## src/rtl/doc_loader.sv

```systemverilog
// doc_loader
// Receive-side document loader. Deserialises an 8N1 UART stream, waits for a
// start-of-document byte, writes the 300 payload bytes into a 20x15 document
// memory as internal text code (ASCII - 0x20), then expects an end byte.
//
// Ports:
//   clk         system clock
//   reset       asynchronous, active-high reset
//   RsRx        UART serial input, idle high, asynchronous to clk
//   enable      load armed; low discards all traffic and aborts a load
//   write_en    one-cycle document memory write strobe
//   write_addr  {1'b0, y[3:0], x[4:0]} of the entry being written
//   write_data  internal text code
//   busy        high from accepted start byte until completion or abort
//   done        one-cycle pulse on a valid end byte
//   error       one-cycle pulse on an aborted load
//   error_code  last abort cause (0 none, 1 framing, 2 bad terminator)
//
// Build option: define DOC_LOADER_CLAMP_EN to write 8'h00 (space) for payload
// bytes outside printable ASCII 0x20..0x7E.
//
// Loader FSM
//   state  | meaning
//   L_IDLE | clear position, wait for enable
//   L_WACK | armed, waiting for the start byte
//   L_DATA | writing payload bytes, advancing {y, x}
//   L_WEOF | payload complete, waiting for the end byte
// Receiver FSM
//   state   | meaning
//   R_IDLE  | line idle, waiting for a low level
//   R_START | half-bit delay to the middle of the start bit
//   R_DATA  | sampling 8 data bits, LSB first
//   R_STOP  | sampling the stop bit
//   R_WAIT  | after a framing error, waiting for the line to return high

module doc_loader #(
    parameter int         CLKS_PER_BIT = 434,
    parameter logic [7:0] SIGACK       = 8'hCC,
    parameter logic [7:0] SIGEOF       = 8'hDD
) (
    input  logic       clk,
    input  logic       reset,
    input  logic       RsRx,
    input  logic       enable,
    output logic       write_en,
    output logic [9:0] write_addr,
    output logic [7:0] write_data,
    output logic       busy,
    output logic       done,
    output logic       error,
    output logic [1:0] error_code
);

    localparam int CW = $clog2(CLKS_PER_BIT + 1);
    localparam logic [CW-1:0] BIT_LOAD  = CW'(CLKS_PER_BIT - 1);
    localparam logic [CW-1:0] HALF_LOAD = CW'(CLKS_PER_BIT / 2 - 1);

    localparam logic [2:0] R_IDLE  = 3'd0;
    localparam logic [2:0] R_START = 3'd1;
    localparam logic [2:0] R_DATA  = 3'd2;
    localparam logic [2:0] R_STOP  = 3'd3;
    localparam logic [2:0] R_WAIT  = 3'd4;

    localparam logic [1:0] L_IDLE = 2'd0;
    localparam logic [1:0] L_WACK = 2'd1;
    localparam logic [1:0] L_DATA = 2'd2;
    localparam logic [1:0] L_WEOF = 2'd3;

    logic          r_rx_meta;
    logic          r_rx_s;
    logic [2:0]    r_rx_state;
    logic [CW-1:0] r_clk_cnt;
    logic [2:0]    r_bit_idx;
    logic [7:0]    r_rx_shift;
    logic          r_byte_valid;
    logic          r_frame_err;

    logic [1:0]    r_ld_state;
    logic [4:0]    r_x;
    logic [3:0]    r_y;
    logic          r_write_en;
    logic [9:0]    r_write_addr;
    logic [7:0]    r_write_data;
    logic          r_busy;
    logic          r_done;
    logic          r_error;
    logic [1:0]    r_error_code;

    logic [7:0]    w_text;

    // Synchroniser resets to the idle-high level so that leaving reset never
    // looks like a start edge; a fresh falling edge is required.
    always_ff @(posedge clk or posedge reset) begin
        if (reset) begin
            r_rx_meta <= 1'b1;
            r_rx_s    <= 1'b1;
        end else begin
            r_rx_meta <= RsRx;
            r_rx_s    <= r_rx_meta;
        end
    end

    always_ff @(posedge clk or posedge reset) begin
        if (reset) begin
            r_rx_state   <= R_IDLE;
            r_clk_cnt    <= '0;
            r_bit_idx    <= '0;
            r_rx_shift   <= '0;
            r_byte_valid <= 1'b0;
            r_frame_err  <= 1'b0;
        end else begin
            r_byte_valid <= 1'b0;
            r_frame_err  <= 1'b0;
            case (r_rx_state)
                R_IDLE: begin
                    if (!r_rx_s) begin
                        r_clk_cnt  <= HALF_LOAD;
                        r_rx_state <= R_START;
                    end
                end
                R_START: begin
                    if (r_clk_cnt == '0) begin
                        if (!r_rx_s) begin
                            r_clk_cnt  <= BIT_LOAD;
                            r_bit_idx  <= '0;
                            r_rx_state <= R_DATA;
                        end else begin
                            r_rx_state <= R_IDLE;
                        end
                    end else begin
                        r_clk_cnt <= r_clk_cnt - CW'(1);
                    end
                end
                R_DATA: begin
                    if (r_clk_cnt == '0) begin
                        r_rx_shift <= {r_rx_s, r_rx_shift[7:1]};
                        r_clk_cnt  <= BIT_LOAD;
                        if (r_bit_idx == 3'd7) begin
                            r_rx_state <= R_STOP;
                        end else begin
                            r_bit_idx <= r_bit_idx + 3'd1;
                        end
                    end else begin
                        r_clk_cnt <= r_clk_cnt - CW'(1);
                    end
                end
                R_STOP: begin
                    if (r_clk_cnt == '0) begin
                        if (r_rx_s) begin
                            r_byte_valid <= 1'b1;
                            r_rx_state   <= R_IDLE;
                        end else begin
                            r_frame_err <= 1'b1;
                            r_rx_state  <= R_WAIT;
                        end
                    end else begin
                        r_clk_cnt <= r_clk_cnt - CW'(1);
                    end
                end
                R_WAIT: begin
                    if (r_rx_s) begin
                        r_rx_state <= R_IDLE;
                    end
                end
                default: r_rx_state <= R_IDLE;
            endcase
        end
    end

`ifdef DOC_LOADER_CLAMP_EN
    always_comb begin
        w_text = r_rx_shift - 8'h20;
        if (r_rx_shift < 8'h20 || r_rx_shift > 8'h7E) begin
            w_text = 8'h00;
        end
    end
`else
    always_comb begin
        w_text = r_rx_shift - 8'h20;
    end
`endif

    always_ff @(posedge clk or posedge reset) begin
        if (reset) begin
            r_ld_state   <= L_IDLE;
            r_x          <= '0;
            r_y          <= '0;
            r_write_en   <= 1'b0;
            r_write_addr <= '0;
            r_write_data <= '0;
            r_busy       <= 1'b0;
            r_done       <= 1'b0;
            r_error      <= 1'b0;
            r_error_code <= 2'd0;
        end else begin
            r_write_en <= 1'b0;
            r_done     <= 1'b0;
            r_error    <= 1'b0;
            // Disarming takes priority over everything, including a byte
            // completing in the same cycle: that byte is dropped.
            if (!enable) begin
                r_ld_state <= L_IDLE;
                r_x        <= '0;
                r_y        <= '0;
                r_busy     <= 1'b0;
            end else begin
                case (r_ld_state)
                    L_IDLE: begin
                        r_x        <= '0;
                        r_y        <= '0;
                        r_busy     <= 1'b0;
                        r_ld_state <= L_WACK;
                    end
                    L_WACK: begin
                        if (r_byte_valid && r_rx_shift == SIGACK) begin
                            r_busy       <= 1'b1;
                            r_error_code <= 2'd0;
                            r_ld_state   <= L_DATA;
                        end
                    end
                    L_DATA: begin
                        if (r_frame_err) begin
                            r_error      <= 1'b1;
                            r_error_code <= 2'd1;
                            r_busy       <= 1'b0;
                            r_ld_state   <= L_IDLE;
                        end else if (r_byte_valid) begin
                            r_write_en   <= 1'b1;
                            r_write_addr <= {1'b0, r_y, r_x};
                            r_write_data <= w_text;
                            if (r_x == 5'd19) begin
                                r_x <= '0;
                                if (r_y == 4'd14) begin
                                    r_ld_state <= L_WEOF;
                                end else begin
                                    r_y <= r_y + 4'd1;
                                end
                            end else begin
                                r_x <= r_x + 5'd1;
                            end
                        end
                    end
                    L_WEOF: begin
                        if (r_frame_err) begin
                            r_error      <= 1'b1;
                            r_error_code <= 2'd1;
                            r_busy       <= 1'b0;
                            r_ld_state   <= L_IDLE;
                        end else if (r_byte_valid) begin
                            if (r_rx_shift == SIGEOF) begin
                                r_done <= 1'b1;
                            end else begin
                                r_error      <= 1'b1;
                                r_error_code <= 2'd2;
                            end
                            r_busy     <= 1'b0;
                            r_ld_state <= L_IDLE;
                        end
                    end
                    default: r_ld_state <= L_IDLE;
                endcase
            end
        end
    end

    assign write_en   = r_write_en;
    assign write_addr = r_write_addr;
    assign write_data = r_write_data;
    assign busy       = r_busy;
    assign done       = r_done;
    assign error      = r_error;
    assign error_code = r_error_code;

endmodule
```

## config.mk

```make
export PLATFORM = sky130hd
export DESIGN_NAME = doc_loader
export DESIGN_NICKNAME = d
export VERILOG_FILES = /design/src/rtl/doc_loader.sv
export SDC_FILE = /design/constraint.sdc
export NUM_CORES = 1
export LEC_CHECK = 0
export BUFFER_PORTS_ARGS = -buffer_cell sky130_fd_sc_hd__buf_4
export CAP_MARGIN = 20
export CORE_MARGIN = 4
export CORE_UTILIZATION = 58
export DETAILED_ROUTE_END_ITERATION = 12
export GPL_TIMING_DRIVEN = 0
export PLACE_DENSITY = 0.76
export REMOVE_ABC_BUFFERS = 1
export SYNTH_ARGS = -nofsm -noshare
export SYNTH_HDL_FRONTEND = slang
export SYNTH_SLANG_ARGS = --single-unit
```

## constraint.sdc

```tcl
create_clock -name clk -period 2.6 [get_ports clk]
set_input_delay 0.26 -clock clk [delete_from_list [all_inputs] [get_ports clk]]
set_output_delay 0.26 -clock clk [all_outputs]
set_load 0.02 [all_outputs]
```

==> results of run 1 <==
registers in the layout, summed over array words and instances (netlist names):
| name | count |
|---|---|
| r_rx_state | 3 |
| write_en | 1 |
| busy | 1 |
| write_data | 8 |
| r_ld_state | 2 |
| error_code | 2 |
| r_rx_shift | 8 |
| r_byte_valid | 1 |
| r_y | 4 |
| error | 1 |
| r_clk_cnt | 9 |
| r_frame_err | 1 |
| r_rx_s | 1 |
| r_x | 5 |
| r_bit_idx | 3 |
| r_rx_meta | 1 |
| write_addr | 9 |
| done | 1 |
worst max-delay path: cells and delay by family (launching register included):
kind / cells / cell delay [ns]
flops: 1 / 0.42
buf+inv: 1 / 0.10
fa+ha+maj: 1 / 0.21
mux: 1 / 0.21
simple gates: 4 / 1.30
layout make-up:
cell class	instances	area share [%]
clock buffer	12	4.630
clock inverter	4	0.6721
inverter	12	1.344
multi-input combinational	220	38.50
sequential	61	45.63
tap	67	2.502
timing repair buffer	28	6.721
worst min path at each step:
stage	endpoint	slack (ns)	cells past startpoint
after floorplan	r_rx_meta	0.26	0
after global routing	r_rx_meta	0.01	1
after detailed placement	r_clk_cnt[7]	0.31	2
after global placement	r_rx_s	0.35	0
final	r_rx_meta	0.03	1
after CTS	r_rx_meta	0.02	1
kinds of logic after synthesis:
group / Yosys count / share of synthesized area [%]
AOI/OAI and AO/OA: 68 / 14.34
xor gates and xnor gates: 4 / 1.202
adders and majority gates: 7 / 3.004
buffers and inverters: 22 / 3.305
DFF: 61 / 52.45
muxes: 8 / 3.820
other: 1 / 0.1286
and+or+nand+nor: 132 / 21.76
timing repair:
item                                    4_1_cts  5_1_grt
endpoints found under the setup margin        0        0
hold endpoints to repair                     19        0
hold buffers                                  1        0
per-stage QoR:
step / area (µm²) / hold slack [ns]
2_1_floorplan: 2864 / 0.2645
3_3_place_gp: 3143 / 0.3467
3_5_place_dp: 3163 / 0.3134
4_1_cts: 3351 / 0.01864
5_1_grt: 3351 / 0.01446
6_report: 3351 / 0.03249
where the power goes:
group	internal, mW	switching (mW)
combinational	0.0139	0.0347
sequential	0.955	0.00578
clock	0.393	0.351
placed cells by master (no fill, tap or decap), drive strengths merged, types with 2 or more instances in the layout:
master,synthesis,routed
xnor2,2,2
and2,2,2
nand3,4,4
a21oi,16,16
or2,4,4
clkbuf,6,12
clkinv,0,3
dfrtp,59,59
nor4,2,2
o31ai,2,2
dfstp,2,2
o211ai,2,2
buf,4,27
o22a,2,2
nor3b,3,3
nand2,63,63
and3,6,6
a22o,3,3
or3,4,4
ha,7,7
nor2,23,23
nor3,6,6
mux2,7,7
nand2b,6,6
o21a,2,2
inv,12,12
a31oi,3,3
o21ai,26,26
xor2,2,2
o21bai,2,2
per-layer routing:
metal	up-vias	routed length [µm]	track usage, %
li1	1105	-	-
met1	1064	2682	27.77
met2	49	2610	31.41
met3	10	229	4.082
met4	0	138	11.34
met5	-	0	0
==> reports/qor.csv, run 1 <==
metric,value,unit
avgSynthCellArea,9.621,µm²
max_stage_delay,0.48,ns
die_h,78.90,µm
rsz0062_at_grt,false,
final_cells,404,
status,"complete, no violations",
period_share,87.69,%
synth_edf_count,0,
clock_latency,0.33,ns
synth.distinct_cells,56,
crit_path_start_kind,flop,
synth_top_area_cell,dfrtp_1,
cts_buffers,9,
ir_drop,0.2451,mV
design.die.area,6224,µm²
grt_pass1_wl,9929,µm
fin_nets,343,
rr_endpoint,r_bit_idx[0],
numPortBuffers,26,
critPathSlowestCell,or3_4,
dp.final_hpwl,3987,µm
initial_core_util,60.92,%
ctsResizeCount,0,
endpoint_kind,flop,
grt_max_degree,41,
reg2regPathDepth,7,
hold_viol,0,
grt_overflow,0,
dp_cells,387,
placeableCoreArea,4786,µm²
crit_chain,"inv_1, ha_1, nor3b_2, nand3_2, or3_4, nor3_1, mux2_2",
first_pass_iters,4,
critical_path.max_fanout,11,
syn_area,2915,µm²
min_period,2.280,ns
r2r_start,r_clk_cnt[0],
cts_max_level,3,
synth.ff_latch_count,61,
yosysWarningCount,0,
worstSetupPathType,reg -> reg,
finalSetupViolCount,0,
synth_common_cells,"63 x nand2_1, 59 x dfrtp_1, 26 x o21ai_0",
cts_setup_buffers,0,
fill_cells,397,
setup_tns,0,ns
cts_sinks,61,
drv_slew,0,
ys_top_cells_by_area,"dfrtp_1 51%, nand2_1 8.1%, o21ai_0 4.5%",
endpoint,r_bit_idx[0],
worstPathRequired,2.87,ns
drcViolationCount,0,
ys_seq_area_share,52.45,%
wl,5660,µm
postLayoutSetupSlackWorst,0.3201,ns
hold_class,in -> reg,
final_util,70.01,%
cts_tree,done,
gp_congestion,0.8565,
netlist_instances,303,
drtAntennaViolNets,0,
area_growth,14.94,%
cp.arrival,2.55,ns
seqCellArea,1529,µm²
clock-root-buffer,clkbuf_8,
rows,25,
die_w,78.90,µm
ys.flop_type,dfrtp_1,
power_density,523.0,nW/µm²
via_per_inst,5.515,
power.total,1.752,mW
antenna_found_initial,0,
slew_headroom,54.31,%
worstMarginPinSlew,0.6853,ns
synth_top_cell_area_share,50.64,%
wire_per_inst,14.01,µm
fin_skew,0.006890,ns
drive_gt1_share,17.80,%
grt_pass1_vias,2168,
async_reset_ff_share,100.0,%
dp_slack,0.3391,ns
initialDrtViolationCount,161,
crit_start,r_clk_cnt[0],
multi_input_area,1290,µm²
clkSlewWorstSetupHoldPaths,0.07,ns
gr-usage-all-layers,20.59,%
max_freq,0.4386,GHz
worstHoldStart,RsRx,
n_antenna_cell,0,
p_leak,1.657,nW
synth_most_common_cell,nand2_1,
rrSetupSlack,0.32,ns
maxCapViolCount,0,
cts_max_path_buffers,2,
vias,2228,
ioPinCount,28,
No activity file was read; power rests on OpenSTA's default activity.
==> inputs of run 2 (changes only) <==
--- a/config.mk
+++ b/config.mk
@@ -7,8 +7,10 @@
 export LEC_CHECK = 0
 export BUFFER_PORTS_ARGS = -buffer_cell sky130_fd_sc_hd__buf_4
 export CAP_MARGIN = 20
+export CELL_PAD_IN_SITES_DETAIL_PLACEMENT = 1
+export CELL_PAD_IN_SITES_GLOBAL_PLACEMENT = 1
 export CORE_MARGIN = 4
-export CORE_UTILIZATION = 58
+export CORE_UTILIZATION = 45
 export DETAILED_ROUTE_END_ITERATION = 12
 export GPL_TIMING_DRIVEN = 0
 export PLACE_DENSITY = 0.76
==> reports/qor.csv, run 2 (same netlist as run 1, synthesis figures left out) <==
metric,value,unit,change
grt_pass1_vias,2247,,"was 2,168"
endpoint_kind,flop,,unchanged
rrSetupSlack,0.24,ns,was 0.32 ns
vias,2214,,"was 2,228"
clkSlewWorstSetupHoldPaths,0.07,ns,about the same
cts_max_level,3,,unchanged
area_growth,16.31,%,was 14.94%
drtAntennaViolNets,0,,unchanged
grt_use_met2,28.76,%,was 31.41%
cts_max_path_buffers,2,,unchanged
initial_core_util,46.18,%,was 60.92%
wl,6600,µm,was 5660 µm
worst_hold_path.num_cells,1,,unchanged
cp.arrival,2.59,ns,was 2.55 ns
worstHoldStart,RsRx,,unchanged
worstMarginPinSlew,0.7765,ns,was 0.6853 ns
first_pass_iters,4,,unchanged
met1_usage,24.96,%,was 27.77%
grt.busiest_layer,met2,,unchanged
finalSetupViolCount,0,,unchanged
fin_hold_ws,0.02195,ns,was 0.03249 ns
cts_buffers,9,,unchanged
status,"complete, no violations",,unchanged
power.total,1.862,mW,was 1.752 mW
initialDrtViolationCount,97,,was 161
ioPinCount,28,,unchanged
ir_drop,0.3021,mV,was 0.2451 mV
setup_tns,0,ns,unchanged
cts_tree,done,,unchanged
gr-usage-met3,3.445,%,was 4.082%
critical_path.max_fanout,8,,was 11
max_freq,0.4234,GHz,was 0.4386 GHz
drive_gt1_share,18.40,%,was 17.80%
design.die.area,7830,µm²,was 6224 µm²
cts_sinks,61,,unchanged
period_share,90.84,%,was 87.69%
r2r_start,r_clk_cnt[0],,unchanged
fin_skew,0.008739,ns,was 0.006890 ns
die_h,88.49,µm,was 78.90 µm
rr_endpoint,r_clk_cnt[6],,was r_bit_idx[0]
maxCapViolCount,0,,unchanged
grt_overflow,0,,unchanged
crit_path_start_kind,flop,,unchanged
numPortBuffers,26,,unchanged
fin_nets,343,,unchanged
min_period,2.362,ns,was 2.280 ns
slew_headroom,47.99,%,was 54.31%
rsz0062_at_grt,false,,unchanged
worstSetupPathType,reg -> reg,,unchanged
die_w,88.49,µm,was 78.90 µm
wire_per_inst,15.94,µm,was 14.01 µm
gr-usage-all-layers,18.46,%,was 20.59%
p_leak,1.662,nW,was 1.657 nW
grt_pass1_wl,11120,µm,was 9929 µm
antenna_found_initial,0,,unchanged
cts_setup_buffers,0,,unchanged
dp.final_hpwl,4508,µm,was 3987 µm
hold_end,r_rx_meta,,unchanged
rows,29,,was 25
worstPathRequired,2.83,ns,was 2.87 ns
fill_cells,739,,was 397
clock-root-buffer,clkbuf_8,,unchanged
power_density,549.1,nW/µm²,was 523.0 nW/µm²
hold_class,in -> reg,,unchanged
reg2regPathDepth,7,,unchanged
grt_max_degree,44,,was 41
final_common_cell,nand2_1,,unchanged
clock_latency,0.34,ns,was 0.33 ns
hold_viol,0,,unchanged
drv_slew,0,,unchanged
gp_congestion,0.7597,,was 0.8565
via_per_inst,5.348,,was 5.515
n_antenna_cell,0,,unchanged
drcViolationCount,0,,unchanged
placeableCoreArea,6314,µm²,was 4786 µm²
mostFrequentLayoutCells,"63 x nand2_1, 59 x dfrtp_1, 26 x o21ai_0, 26 x buf_4, 23 x nor2_1",,unchanged
## run 2: cell types whose count changed in the layout (fill, tap and decap cells not counted)
cell	change
bufinv_16	+1
clkbuf_1	-1
clkbuf_8	-1
clkinv_2	-1
clkinvlp_4	+2
nor3_1	-1
nor3_2	+1
## run 2: what timing repair did
item	CTS	global route
gates resized for setup	0	1
hold buffers	1	0
hold endpoints to repair	18	0
endpoints found under the setup margin	0	1
## run 2: worst max path at each step
stage	startpoint	end	slack, ns	cells past startpoint
global placement	reset	write_data[5]	0.02	2
global route	r_clk_cnt[0]	r_clk_cnt[6]	0.02	7
detailed placement	r_clk_cnt[0]	r_bit_idx[0]	0.23	7
CTS	r_clk_cnt[0]	r_bit_idx[0]	0.21	7
floorplan	r_clk_cnt[0]	r_bit_idx[0]	0.64	7
finish	r_clk_cnt[0]	r_clk_cnt[6]	0.24	7
## run 2: cell type report
type / instances / area [µm²] / share of cell area, %
Inverter: 12 / 45.04 / 1.328
Sequential cell: 61 / 1529 / 45.09
Timing Repair Buffer: 28 / 225.2 / 6.642
Tap cell: 77 / 96.34 / 2.841
Clock buffer: 10 / 137.6 / 4.059
Multi-Input combinational cell: 220 / 1295 / 38.19
Clock inverter: 6 / 62.56 / 1.845
## run 2: worst max-delay path, stage by stage (launching register included)
cell,delay (ns)
dfrtp_1,0.42
inv_1,0.09
ha_1,0.21
nor3b_2,0.33
nand3_2,0.23
a31oi_1,0.66
nor2_1,0.11
o22a_1,0.20
## run 2: power breakdown
group          switching (mW)  internal, mW  total [mW]
Sequential            0.00565         0.954       0.960
Combinational          0.0348        0.0139      0.0487
Clock                   0.389         0.465       0.854
## run 2: metal layers
metal / wire [µm] / share of wire [%] / up-vias
li1: - / - / 1105
met1: 3145 / 48 / 1071
met2: 3122 / 47 / 31
met3: 245 / 3.7 / 7
met4: 86 / 1.3 / 0
met5: 0 / 0 / -
## run 2: per-stage QoR
stage	instances	utilization (%)	worst slack, ns	area (µm²)
global route	414	53.71	0.02026	3391
detailed placement	397	50.30	0.2340	3176
global placement	396	49.98	0.02253	3156
floorplan	293	-	0.6443	2864
finish	414	53.71	0.2382	3391
CTS	414	53.63	0.2115	3386
==> inputs of run 3 (changes only) <==
==> config.mk (replaced) <==
export PLATFORM = sky130hd
export DESIGN_NAME = doc_loader
export DESIGN_NICKNAME = d
export VERILOG_FILES = /design/src/rtl/doc_loader.sv
export SDC_FILE = /design/constraint.sdc
export NUM_CORES = 1
export LEC_CHECK = 0
export CAP_MARGIN = 20
export CELL_PAD_IN_SITES_DETAIL_PLACEMENT = 1
export CELL_PAD_IN_SITES_GLOBAL_PLACEMENT = 1
export CORE_MARGIN = 4
export CORE_UTILIZATION = 49
export DETAILED_ROUTE_END_ITERATION = 12
export DONT_BUFFER_PORTS = 1
export GPL_TIMING_DRIVEN = 0
export PLACE_DENSITY = 0.77
export REMOVE_ABC_BUFFERS = 1
export SYNTH_ARGS = -nofsm -noshare
export SYNTH_HDL_FRONTEND = slang
export SYNTH_SLANG_ARGS = --single-unit
export TNS_END_PERCENT = 50
==> reports/qor.csv, run 3 (same netlist as run 1, synthesis figures left out) <==
metric,value,unit,change
grt_pass1_vias,2243,,"was 2,247"
drv_slew,0,,unchanged
gr-usage-all-layers,19.55,%,was 18.46%
drcViolationCount,0,,unchanged
final_cells,384,,was 414
grt_pass1_wl,11130,µm,"was 11,120 µm"
worstPathRequired,2.83,ns,about the same
via_per_inst,5.667,,was 5.348
cts_max_path_buffers,2,,unchanged
fin_nets,318,,was 343
power_density,643.1,nW/µm²,was 549.1 nW/µm²
worstSetupPathType,reg -> reg,,unchanged
ir_drop,0.3789,mV,was 0.3021 mV
cts_tree,done,,unchanged
grt_overflow,0,,unchanged
cts_buffers,9,,unchanged
crit_buf_inv,1,,unchanged
fin_skew,0.008017,ns,was 0.008739 ns
cts_setup_buffers,0,,unchanged
crit_chain,"inv_1, ha_1, nor3b_2, nand3_2, a31oi_1, nor2_1, o22a_1",,unchanged
die_w,85.14,µm,was 88.49 µm
dp.final_hpwl,4449,µm,was 4508 µm
hold_class,in -> reg,,unchanged
n_antenna_cell,0,,unchanged
maxCapViolCount,0,,unchanged
hold_buffers,2,,was 1
clock-root-buffer,clkbuf_8,,unchanged
reg2regPathDepth,7,,unchanged
p_leak,1.560,nW,was 1.662 nW
min_period,2.367,ns,was 2.362 ns
grt_max_degree,41,,was 44
numPortBuffers,0,,was 26
crit_path_start_kind,flop,,unchanged
ctsResizeCount,0,,unchanged
path_depth,7,,unchanged
gp_congestion,0.8551,,was 0.7597
crit_family,compound AO/OA/AOI/OAI gates,,unchanged
dp_cells,366,,was 397
max_freq,0.4224,GHz,was 0.4234 GHz
final_common_cell,nand2_1,,unchanged
wl,6394,µm,was 6600 µm
initialDrtViolationCount,71,,was 97
clkSlewWorstSetupHoldPaths,0.07,ns,about the same
worst_hold_path.num_cells,2,,was 1
initial_core_util,51.67,%,was 46.18%
worstMarginPinSlew,0.7836,ns,was 0.7765 ns
max_stage_delay,0.66,ns,about the same
critical_path.max_fanout,8,,unchanged
critPathSlowestCell,a31oi_1,,unchanged
ioPinCount,28,,unchanged
slew_headroom,47.51,%,was 47.99%
mostFrequentLayoutCells,"63 x nand2_1, 59 x dfrtp_1, 26 x o21ai_0",,"was 63 x nand2_1, 59 x dfrtp_1, 26 x o21ai_0, 26 x buf_4, 23 x nor2_1"
die_h,85.14,µm,was 88.49 µm
period_share,91.05,%,was 90.84%
wire_per_inst,16.65,µm,was 15.94 µm
placeableCoreArea,5642,µm²,was 6314 µm²
finalSetupViolCount,0,,unchanged
first_pass_iters,4,,unchanged
setup_tns,0,ns,unchanged
endpoint_kind,flop,,unchanged
power.total,2.092,mW,was 1.862 mW
drive_gt1_share,10.90,%,was 18.40%
status,"complete, no violations",,unchanged
vias,2176,,"was 2,214"
rows,27,,was 29
rsz0062_at_grt,false,,unchanged
final_util,57.66,%,was 53.71%
cts_sinks,61,,unchanged
drtAntennaViolNets,0,,unchanged
clock_latency,0.35,ns,was 0.34 ns
cts_max_level,3,,unchanged
cp.arrival,2.60,ns,was 2.59 ns
design.die.area,7248,µm²,was 7830 µm²
antenna_found_initial,0,,unchanged
hold_viol,0,,unchanged
area_growth,11.59,%,was 16.31%
## run 3: path summary, 6_finish.rpt
path,start,to,slack (ns)
min,enable,r_ld_state[0],0.03
max,r_clk_cnt[0],r_clk_cnt[6],0.23
min in group asynchronous,reset,write_data[0],0.39
max in group asynchronous,reset,r_rx_meta,1.57
min reg2reg,r_rx_meta,r_rx_s,0.36
max reg2reg,r_clk_cnt[0],r_clk_cnt[6],0.23
## run 3: final cells by class
type                            instances  area [µm²]
Inverter                               12       45.04
Sequential cell                        61        1529
Timing Repair Buffer                    3       40.04
Multi-Input combinational cell        220        1290
Clock inverter                          3       90.09
Clock buffer                           13       168.9
Tap cell                               72       90.09
Fill cell                             623        2389
## run 3: report_power, final
part           switching, mW  total (mW)  internal, mW
Clock                  0.373        1.09         0.716
Sequential           0.00808       0.962         0.954
Combinational         0.0306      0.0405       0.00996
Total                  0.412        2.09          1.68
## run 3: metal layers
metal	track usage [%]	share of wire (%)	up-vias	wire length (µm)
met5	0	0	-	0
met4	7.770	1.8	0	117
met2	32.56	50	32	3218
li1	-	-	1058	-
met1	24.07	44	1074	2802
met3	5.243	4.0	12	255
## run 3: through the flow
step	setup slack [ns]	hold WS, ns	instance area (µm²)
after global placement	0.2004	0.2646	2954
after floorplan	0.6443	0.2645	2864
after detailed placement	0.2397	0.1920	2974
after CTS	0.2282	0.02289	3253
after global routing	0.07766	0.02457	3253
final	0.2326	0.03073	3253
